`src/rtl/mem_arb_pkg.sv`:
```
// Shared types and widths for the external program memory arbiter.
package mem_arb_pkg;

   localparam int ADR_W  = 21;
   localparam int DATA_W = 8;

   typedef enum logic [1:0] {
      IDLE,
      SETUP,
      STROBE,
      HOLD
   } state_t;

   typedef enum logic {
      LD,
      CPU
   } owner_t;

endpackage

```
`src/rtl/mem_arb_ld_buf.sv`:
```
// Single-entry holding register for loader writes that could not be granted
// on arrival; a fill while already occupied is dropped and flagged as overrun.
module mem_arb_ld_buf
   import mem_arb_pkg::*;
(
   input  logic              clk,
   input  logic              reset_n,
   input  logic              fill,
   input  logic              take,
   input  logic [ADR_W-1:0]  fill_adr,
   input  logic [DATA_W-1:0] fill_data,
   output logic              valid,
   output logic              overrun,
   output logic [ADR_W-1:0]  adr,
   output logic [DATA_W-1:0] data
);

   logic              valid_reg, valid_next;
   logic              overrun_reg, overrun_next;
   logic [ADR_W-1:0]  adr_reg, adr_next;
   logic [DATA_W-1:0] data_reg, data_next;

   // A take in the same cycle frees the slot, so a simultaneous fill is kept.
   always_comb begin
      valid_next   = valid_reg;
      overrun_next = overrun_reg;
      adr_next     = adr_reg;
      data_next    = data_reg;
      if (take) begin
         valid_next = 1'b0;
      end
      if (fill) begin
         if (!valid_reg || take) begin
            valid_next = 1'b1;
            adr_next   = fill_adr;
            data_next  = fill_data;
         end else begin
            overrun_next = 1'b1;
         end
      end
   end

   always_ff @(posedge clk or negedge reset_n) begin
      if (!reset_n) begin
         valid_reg   <= 1'b0;
         overrun_reg <= 1'b0;
         adr_reg     <= '0;
         data_reg    <= '0;
      end else begin
         valid_reg   <= valid_next;
         overrun_reg <= overrun_next;
         adr_reg     <= adr_next;
         data_reg    <= data_next;
      end
   end

   assign valid   = valid_reg;
   assign overrun = overrun_reg;
   assign adr     = adr_reg;
   assign data    = data_reg;

endmodule

```
`src/rtl/mem_arbiter.sv`:
```
// Arbitrates the external program memory between loader writes (priority,
// buffered) and CPU req/ack accesses. MEM_ARB_STATS_EN adds ld_overrun/ld_count.
module mem_arbiter
   import mem_arb_pkg::*;
#(
   parameter int STROBE_CYCLES = 1
)(
   input  logic              clk,
   input  logic              reset_n,
   input  logic [ADR_W-1:0]  ld_adr,
   input  logic [DATA_W-1:0] ld_data,
   input  logic              ld_write,
   input  logic              ld_active,
   input  logic              cpu_req,
   input  logic              cpu_we,
   input  logic [ADR_W-1:0]  cpu_adr,
   input  logic [DATA_W-1:0] cpu_wdata,
   output logic [DATA_W-1:0] cpu_rdata,
   output logic              cpu_ack,
   output logic [ADR_W-1:0]  mem_adr,
   output logic [DATA_W-1:0] mem_dout,
   output logic              mem_drive,
   output logic              mem_we,
   output logic              mem_oe,
`ifdef MEM_ARB_STATS_EN
   output logic              ld_overrun,
   output logic [ADR_W-1:0]  ld_count,
`endif
   input  logic [DATA_W-1:0] mem_din
);

   localparam logic [2:0] STROBE_LAST = 3'(STROBE_CYCLES - 1);

   state_t            state_reg, state_next;
   owner_t            owner_reg, owner_next;
   logic [2:0]        cnt_reg, cnt_next;
   logic              is_wr_reg, is_wr_next;
   logic [ADR_W-1:0]  mem_adr_reg, mem_adr_next;
   logic [DATA_W-1:0] mem_dout_reg, mem_dout_next;
   logic              mem_drive_reg, mem_drive_next;
   logic              mem_we_reg, mem_we_next;
   logic              mem_oe_reg, mem_oe_next;
   logic              cpu_ack_reg, cpu_ack_next;
   logic [DATA_W-1:0] cpu_rdata_reg, cpu_rdata_next;

   logic              buf_valid, buf_overrun, buf_fill, buf_take;
   logic [ADR_W-1:0]  buf_adr;
   logic [DATA_W-1:0] buf_data;
   logic              strobe_last;

   // A pulse is granted directly only when idle with nothing already waiting.
   assign buf_fill    = ld_write && !((state_reg == IDLE) && !buf_valid);
   assign strobe_last = (cnt_reg == STROBE_LAST);

   mem_arb_ld_buf u_ld_buf (
      .clk       (clk),
      .reset_n   (reset_n),
      .fill      (buf_fill),
      .take      (buf_take),
      .fill_adr  (ld_adr),
      .fill_data (ld_data),
      .valid     (buf_valid),
      .overrun   (buf_overrun),
      .adr       (buf_adr),
      .data      (buf_data)
   );

   always_comb begin
      state_next     = state_reg;
      owner_next     = owner_reg;
      cnt_next       = cnt_reg;
      is_wr_next     = is_wr_reg;
      mem_adr_next   = mem_adr_reg;
      mem_dout_next  = mem_dout_reg;
      mem_drive_next = mem_drive_reg;
      mem_we_next    = 1'b0;
      mem_oe_next    = 1'b0;
      cpu_ack_next   = 1'b0;
      cpu_rdata_next = cpu_rdata_reg;
      buf_take       = 1'b0;
      case (state_reg)
         IDLE: begin
            if (buf_valid) begin
               buf_take       = 1'b1;
               state_next     = SETUP;
               owner_next     = LD;
               is_wr_next     = 1'b1;
               mem_adr_next   = buf_adr;
               mem_dout_next  = buf_data;
               mem_drive_next = 1'b1;
            end else if (ld_write) begin
               state_next     = SETUP;
               owner_next     = LD;
               is_wr_next     = 1'b1;
               mem_adr_next   = ld_adr;
               mem_dout_next  = ld_data;
               mem_drive_next = 1'b1;
            end else if (cpu_req && !ld_active) begin
               state_next     = SETUP;
               owner_next     = CPU;
               is_wr_next     = cpu_we;
               mem_adr_next   = cpu_adr;
               mem_dout_next  = cpu_wdata;
               mem_drive_next = cpu_we;
            end
         end
         SETUP: begin
            state_next  = STROBE;
            cnt_next    = '0;
            mem_we_next = is_wr_reg;
            mem_oe_next = !is_wr_reg;
         end
         STROBE: begin
            if (strobe_last) begin
               state_next   = HOLD;
               cpu_ack_next = (owner_reg == CPU);
               if (!is_wr_reg) begin
                  cpu_rdata_next = mem_din;
               end
            end else begin
               cnt_next    = cnt_reg + 3'd1;
               mem_we_next = is_wr_reg;
               mem_oe_next = !is_wr_reg;
            end
         end
         HOLD: begin
            state_next     = IDLE;
            mem_drive_next = 1'b0;
         end
         default: state_next = IDLE;
      endcase
   end

   always_ff @(posedge clk or negedge reset_n) begin
      if (!reset_n) begin
         state_reg     <= IDLE;
         owner_reg     <= LD;
         cnt_reg       <= '0;
         is_wr_reg     <= 1'b0;
         mem_adr_reg   <= '0;
         mem_dout_reg  <= '0;
         mem_drive_reg <= 1'b0;
         mem_we_reg    <= 1'b0;
         mem_oe_reg    <= 1'b0;
         cpu_ack_reg   <= 1'b0;
         cpu_rdata_reg <= '0;
      end else begin
         state_reg     <= state_next;
         owner_reg     <= owner_next;
         cnt_reg       <= cnt_next;
         is_wr_reg     <= is_wr_next;
         mem_adr_reg   <= mem_adr_next;
         mem_dout_reg  <= mem_dout_next;
         mem_drive_reg <= mem_drive_next;
         mem_we_reg    <= mem_we_next;
         mem_oe_reg    <= mem_oe_next;
         cpu_ack_reg   <= cpu_ack_next;
         cpu_rdata_reg <= cpu_rdata_next;
      end
   end

   assign mem_adr   = mem_adr_reg;
   assign mem_dout  = mem_dout_reg;
   assign mem_drive = mem_drive_reg;
   assign mem_we    = mem_we_reg;
   assign mem_oe    = mem_oe_reg;
   assign cpu_ack   = cpu_ack_reg;
   assign cpu_rdata = cpu_rdata_reg;

`ifdef MEM_ARB_STATS_EN
   logic [ADR_W-1:0] ld_count_reg;
   logic             ld_done;

   assign ld_done = (state_reg == STROBE) && strobe_last && (owner_reg == LD);

   always_ff @(posedge clk or negedge reset_n) begin
      if (!reset_n) begin
         ld_count_reg <= '0;
      end else if (ld_done) begin
         ld_count_reg <= ld_count_reg + 1'b1;
      end
   end

   assign ld_count   = ld_count_reg;
   assign ld_overrun = buf_overrun;
`else
   logic overrun_unused;
   assign overrun_unused = buf_overrun;
`endif

endmodule

```
`config.mk`:
```
export PLATFORM = sky130hd
export DESIGN_NAME = mem_arbiter
export DESIGN_NICKNAME = d
export VERILOG_FILES = /design/src/rtl/mem_arb_pkg.sv /design/src/rtl/mem_arb_ld_buf.sv /design/src/rtl/mem_arbiter.sv
export SDC_FILE = /design/constraint.sdc
export NUM_CORES = 1
export LEC_CHECK = 0
export CAP_MARGIN = 20
export CELL_PAD_IN_SITES_DETAIL_PLACEMENT = 0
export CELL_PAD_IN_SITES_GLOBAL_PLACEMENT = 1
export CORE_MARGIN = 1.5
export CORE_UTILIZATION = 37
export CTS_CLUSTER_SIZE = 12
export DETAILED_ROUTE_END_ITERATION = 7
export MAX_ROUTING_LAYER = met4
export PLACE_DENSITY = 0.91
export SYNTH_ARGS = -nofsm -noshare
export SYNTH_HDL_FRONTEND = slang
export SYNTH_SLANG_ARGS = --single-unit
export TNS_END_PERCENT = 30
```
`constraint.sdc`:
```
create_clock -name clk -period 2.1 [get_ports clk]
set_clock_uncertainty 0.15 [all_clocks]
set_input_delay 0.42 -clock clk [delete_from_list [all_inputs] [get_ports clk]]
set_output_delay 0.42 -clock clk [all_outputs]
set_load 0.03 [all_outputs]
```
==> impl_metrics.tcl, run 1 <==
set metrics [dict create \
    yosysTopAreaCell "dfrtp_1" \
    max-slew-margin-rel_pct 68.7 \
    grt_antenna_before_repair 0 \
    crit_slowest_cell "clkdlybuf4s50_1" \
    clk_pin_slew_ns 0.07 \
    die_area_mm2 0.0105 \
    overflow 0 \
    diodes 0 \
    wl_per_cell_um 14.1 \
    finalSetupTns_ns 0 \
    synth-edff-count 0 \
    critPathTopFamily "buffers and inverters" \
    crit_path_max_fanout 2 \
    die_h_um 103 \
    syn_inst 291 \
    via_count 2596 \
    filler_cell_count 848 \
    io_buffers 112 \
    critical-path-max-stage-delay_ns 0.69 \
    core_mm2 0.00968 \
    ios 113 \
    clock_latency_ns 0.34 \
    synth_cell_types 29 \
    drtAntennaViolNets 0 \
    p_leak_nw 2.28 \
    final_layout_size_suffix_gt1_share_pct 23.4 \
    numCtsBuffers 9 \
    hold_path.class "reg2reg" \
    tightest_slew_ns 0.469 \
    gp_congestion 0.796 \
    crit_path_end_kind "output port" \
    syn-num-nets 369 \
    htreeDepth 3 \
    seqCellArea_mm2 0.00195 \
    crit_chain "clkdlybuf4s50_1" \
    multiInputGateArea_mm2 0.00161 \
    layout_commonest_cell "clkdlybuf4s50_1" \
    drt_first_pass_iters 3 \
    setup_viol 0 \
    hold_violations 0 \
    grt_max_degree 45 \
    power.total_mw 7.90 \
    grt_usage_pct 16.2 \
    cts_setup_buffers 0 \
    fin_crit_sh_pct 93.7 \
    slew_violations 0 \
    cts.sinks 78 \
    ys.flop_type "dfrtp_1" \
    p_per_area_mw_per_mm2 1510 \
    arrival_ns 1.40 \
    final_cell_mix "110 x clkdlybuf4s50_1, 77 x dfrtp_1, 64 x mux2_2" \
    ir_drop_mv 0.556 \
    place_worst_setup_slack_ns 0.00907 \
    instances_no_fill 547 \
    dp_cells 530 \
    synth_async_sr_flop_share_pct 100 \
    setup_slack_ns 0.133 \
    wirelength_um 7720 \
    die_x_um 103 \
    maxCapViolCount 0 \
    clk_path_buf_depth 2 \
    hold_ws_ns 0.336 \
    cts_tree "done" \
    cts_root_buf "clkbuf_8" \
    grt_pass1_wl_um 12700 \
    start_util_pct 38.0 \
    critPathRequiredTime_ns 1.53 \
    rsz0062_at_grt "no" \
    yosysSeqAreaShare_pct 53.1 \
    dp_hpwl_um 5640 \
    period_needed_ns 1.97 \
    synth.avg_cell_area_um2 12.6 \
    drt_iter0_drc 42 \
    area_growth_pct 42.5 \
    netlist_area_mm2 0.00368 \
    netlist_top_cells_area "dfrtp_1 53%, mux2_2 20%, mux2i_1 8.7%, o21ai_0 3.9%, nand2_1 3.2%" \
    cp-start-kind "flip-flop" \
    rows 36 \
    nets 487 \
    ys_warn_count 0 \
    post-route-drc-count 0 \
    status "finished, final reports clean" \
    max_freq_mhz 508 \
    via_per_inst 4.75 \
    crit_type "reg2out" \
    grt_pass1_vias 2692 \
    synth-seq-cells 78 \
    cp.buffers_inverters 1 \
    synth_top_area_share_pct 53.1 \
]
==> cell type report <==
type | instances | area share, %
multi-input combinational | 189 | 30.8
clock buffer | 12 | 2.58
inverter | 5 | 0.358
sequential | 78 | 37.3
clock inverter | 4 | 1.82
timing repair buffer | 126 | 24.0
tap | 133 | 3.18
==> final timing paths <==
check,from,end,slack [ns],depth (start not counted)
min,cpu_rdata[6],cpu_rdata[6],0.34,1
max,mem_adr[18],mem_adr[18],0.13,1
max in group asynchronous,reset_n,u_ld_buf.valid,0.77,3
min in group asynchronous,reset_n,u_ld_buf.adr[19],0.42,2
min reg2reg,cpu_rdata[6],cpu_rdata[6],0.34,1
max reg2reg,state_reg[0],u_ld_buf.adr[18],0.17,6
==> per-layer routing <==
metal	track usage [%]	up-vias	share of wire (%)
li1	-	1257	-
met1	20.4	1269	46
met2	26.0	61	49
met3	2.51	9	4.0
met4	7.27	0	1.3
met5	-	-	0
==> cell usage after synthesis (2+ instances only) <==
| cell | number |
|---|---|
| o21ai_0 | 29 |
| nand2_1 | 31 |
| o22a_1 | 2 |
| inv_1 | 5 |
| buf_2 | 13 |
| ha_1 | 6 |
| clkbuf_1 | 4 |
| nand2b_1 | 3 |
| buf_6 | 2 |
| mux2i_1 | 32 |
| dfrtp_1 | 78 |
| mux2_1 | 5 |
| nor2_1 | 2 |
| mux2_2 | 64 |
==> report_power, final <==
group	switching (mW)	internal (mW)	leakage, nW
Combinational	1.93	2.03	1.22
Sequential	0.390	2.24	0.939
Clock	0.517	0.790	0.115
==> logic make-up after synthesis <==
kind of cell / synth area share (%)
xor+xnor: 0.238
mux: 29.8
fa+ha+maj: 2.31
compound gates: 5.75
buf+inv: 3.30
simple gates: 5.48
flops: 53.1
==> what timing repair did <==
action | 4_1_cts | 5_1_grt
hold buffers | 1 | 0
gates resized for setup | 0 | 0
hold endpoints to repair | 34 | 0
==> stage by stage <==
stage | area (um2) | utilization [%]
floorplan | 3680 | -
global placement | 5000 | 51.6
detailed placement | 5000 | 51.6
CTS | 5240 | 54.1
global route | 5240 | 54.1
finish | 5240 | 54.1
(Power assumes the default switching activity.)
==> run 2: changes to the inputs <==
--- a/config.mk
+++ b/config.mk
@@ -17,4 +17,4 @@
 export SYNTH_ARGS = -nofsm -noshare
 export SYNTH_HDL_FRONTEND = slang
 export SYNTH_SLANG_ARGS = --single-unit
-export TNS_END_PERCENT = 30
+export TNS_END_PERCENT = 1
==> results of run 2 <==
Same layout as run 1: the final DEF is identical, and so are final timing and power.
==> run 3: changes to the inputs <==
--- a/config.mk
+++ b/config.mk
@@ -8,12 +8,15 @@
 export CAP_MARGIN = 20
 export CELL_PAD_IN_SITES_DETAIL_PLACEMENT = 0
 export CELL_PAD_IN_SITES_GLOBAL_PLACEMENT = 1
+export CORE_ASPECT_RATIO = 0.6
 export CORE_MARGIN = 1.5
-export CORE_UTILIZATION = 37
+export CORE_UTILIZATION = 38
+export CTS_BUF_LIST = sky130_fd_sc_hd__clkbuf_4 sky130_fd_sc_hd__clkbuf_8
+export CTS_CLUSTER_DIAMETER = 60
 export CTS_CLUSTER_SIZE = 12
 export DETAILED_ROUTE_END_ITERATION = 7
 export MAX_ROUTING_LAYER = met4
-export PLACE_DENSITY = 0.91
+export PLACE_DENSITY = 0.92
 export SYNTH_ARGS = -nofsm -noshare
 export SYNTH_HDL_FRONTEND = slang
 export SYNTH_SLANG_ARGS = --single-unit
==> run 3 against run 2 <==
  * Die area shrank 2.4%
  * Global-route usage grew 1.3 points
  * Cell count shrank 0.91%
  * Critical endpoint is now mem_adr[13]
  * Worst hold slack gained 0.0083 ns
  * Final area shrank 0.19%
==> impl_metrics.tcl, run 3 (synthesis results as in run 1) <==
set metrics [dict create \
    status "finished, final reports clean" \
    seqCellArea_mm2 0.00195 \
    drt_first_pass_iters 4 \
    crit_type "reg2out" \
    rsz0062_at_grt "no" \
    drtAntennaViolNets 0 \
    critPathRequiredTime_ns 1.53 \
    post_cts_resized 0 \
    gp_congestion 0.784 \
    multiInputGateArea_mm2 0.00161 \
    grt_pass1_vias 2633 \
    nets 486 \
    cts_root_buf "clkbuf_8" \
    post-route-drc-count 0 \
    wl_per_cell_um 15.4 \
    final_layout_size_suffix_gt1_share_pct 23.8 \
    crit_chain "clkdlybuf4s50_1" \
    via_count 2568 \
    period_needed_ns 2.01 \
    die_h_um 79.2 \
    finalSetupTns_ns 0 \
    overflow 0 \
    die_area_mm2 0.0103 \
    grt_antenna_before_repair 0 \
    clock_latency_ns 0.35 \
    cts_tree "done" \
    io_buffers 112 \
    cp.buffers_inverters 1 \
    crit_path_end_kind "output port" \
    start_util_pct 39.6 \
    slew_violations 0 \
    clk_path_buf_depth 2 \
    critical-path-max-stage-delay_ns 0.69 \
    filler_cell_count 788 \
    tightest_slew_ns 0.562 \
    crit_slowest_cell "clkdlybuf4s50_1" \
    final_cell_mix "110 x clkdlybuf4s50_1, 77 x dfrtp_1, 64 x mux2_2" \
    diodes 0 \
    ir_drop_mv 0.973 \
    via_per_inst 4.74 \
    max_freq_mhz 499 \
    drt_iter0_drc 121 \
    setup_viol 0 \
    htreeDepth 3 \
    arrival_ns 1.44 \
    clk_pin_slew_ns 0.07 \
    wirelength_um 8360 \
    die_x_um 130 \
    maxCapViolCount 0 \
    layout_commonest_cell "clkdlybuf4s50_1" \
    crit_path_max_fanout 2 \
    core_mm2 0.00929 \
    hold_path.class "reg2reg" \
    p_per_area_mw_per_mm2 1510 \
    numCtsBuffers 9 \
    fin_crit_sh_pct 95.5 \
    p_leak_nw 2.28 \
    rows 27 \
    dp_hpwl_um 6190 \
    cp-start-kind "flip-flop" \
    grt_pass1_wl_um 13200 \
    max-slew-margin-rel_pct 62.5 \
    grt_usage_pct 17.6 \
    hold_ws_ns 0.345 \
    power.total_mw 7.89 \
    ios 113 \
    critPathTopFamily "buffers and inverters" \
    cts.sinks 78 \
    area_growth_pct 42.2 \
    grt_max_degree 43 \
    hold_violations 0 \
]
==> run 3: layer usage <==
metal	vias up	global-route usage (%)	share of wire, %
li1	1252	-	-
met1	1208	23.7	50
met2	98	25.0	42
met3	10	6.40	7.8
met4	0	4.67	1.1
met5	-	-	0
==> run 3: layout make-up <==
class | count | share of cell area (%)
repair buffers | 125 | 24.4
well taps | 130 | 3.11
multi-input cells | 189 | 30.8
clock inverters | 5 | 1.44
flip-flops and latches | 78 | 37.4
clock buffers | 10 | 2.51
inverters | 5 | 0.359
==> run 3: worst paths after layout <==
| path | startpoint | end | slack [ns] | cells past startpoint |
|---|---|---|---|---|
| max | mem_adr[13] | mem_adr[13] | 0.09 | 1 |
| max reg2reg | state_reg[0] | mem_adr[6] | 0.17 | 6 |
| min | cpu_rdata[6] | cpu_rdata[6] | 0.34 | 1 |
| max in group asynchronous | reset_n | u_ld_buf.adr[7] | 0.74 | 3 |
| min in group asynchronous | reset_n | mem_adr[6] | 0.46 | 2 |
| min reg2reg | cpu_rdata[6] | cpu_rdata[6] | 0.34 | 1 |
==> run 3: per-stage QoR <==
stage                     area [um2]  std cells  worst slack (ns)  util (%)
after floorplan                 3680        291             0.330         -
after detailed placement        5010        526            0.0148      54.0
after global placement          5010        526            0.0171      54.0
after global routing            5230        542            0.0467      56.3
after CTS                       5230        542            0.0765      56.3
final                           5230        542            0.0947      56.3
==> run 3: power breakdown <==
part           total (mW)  switching, mW  internal (mW)
Combinational        4.01           1.95           2.06
Sequential           2.69          0.447           2.24
Clock                1.19          0.522          0.670
Total                7.89           2.92           4.97
==> run 3: what timing repair did <==
item / CTS / global route
buffers inserted: 0 / 0
hold endpoints to repair: 41 / 0
hold buffers: 1 / 0
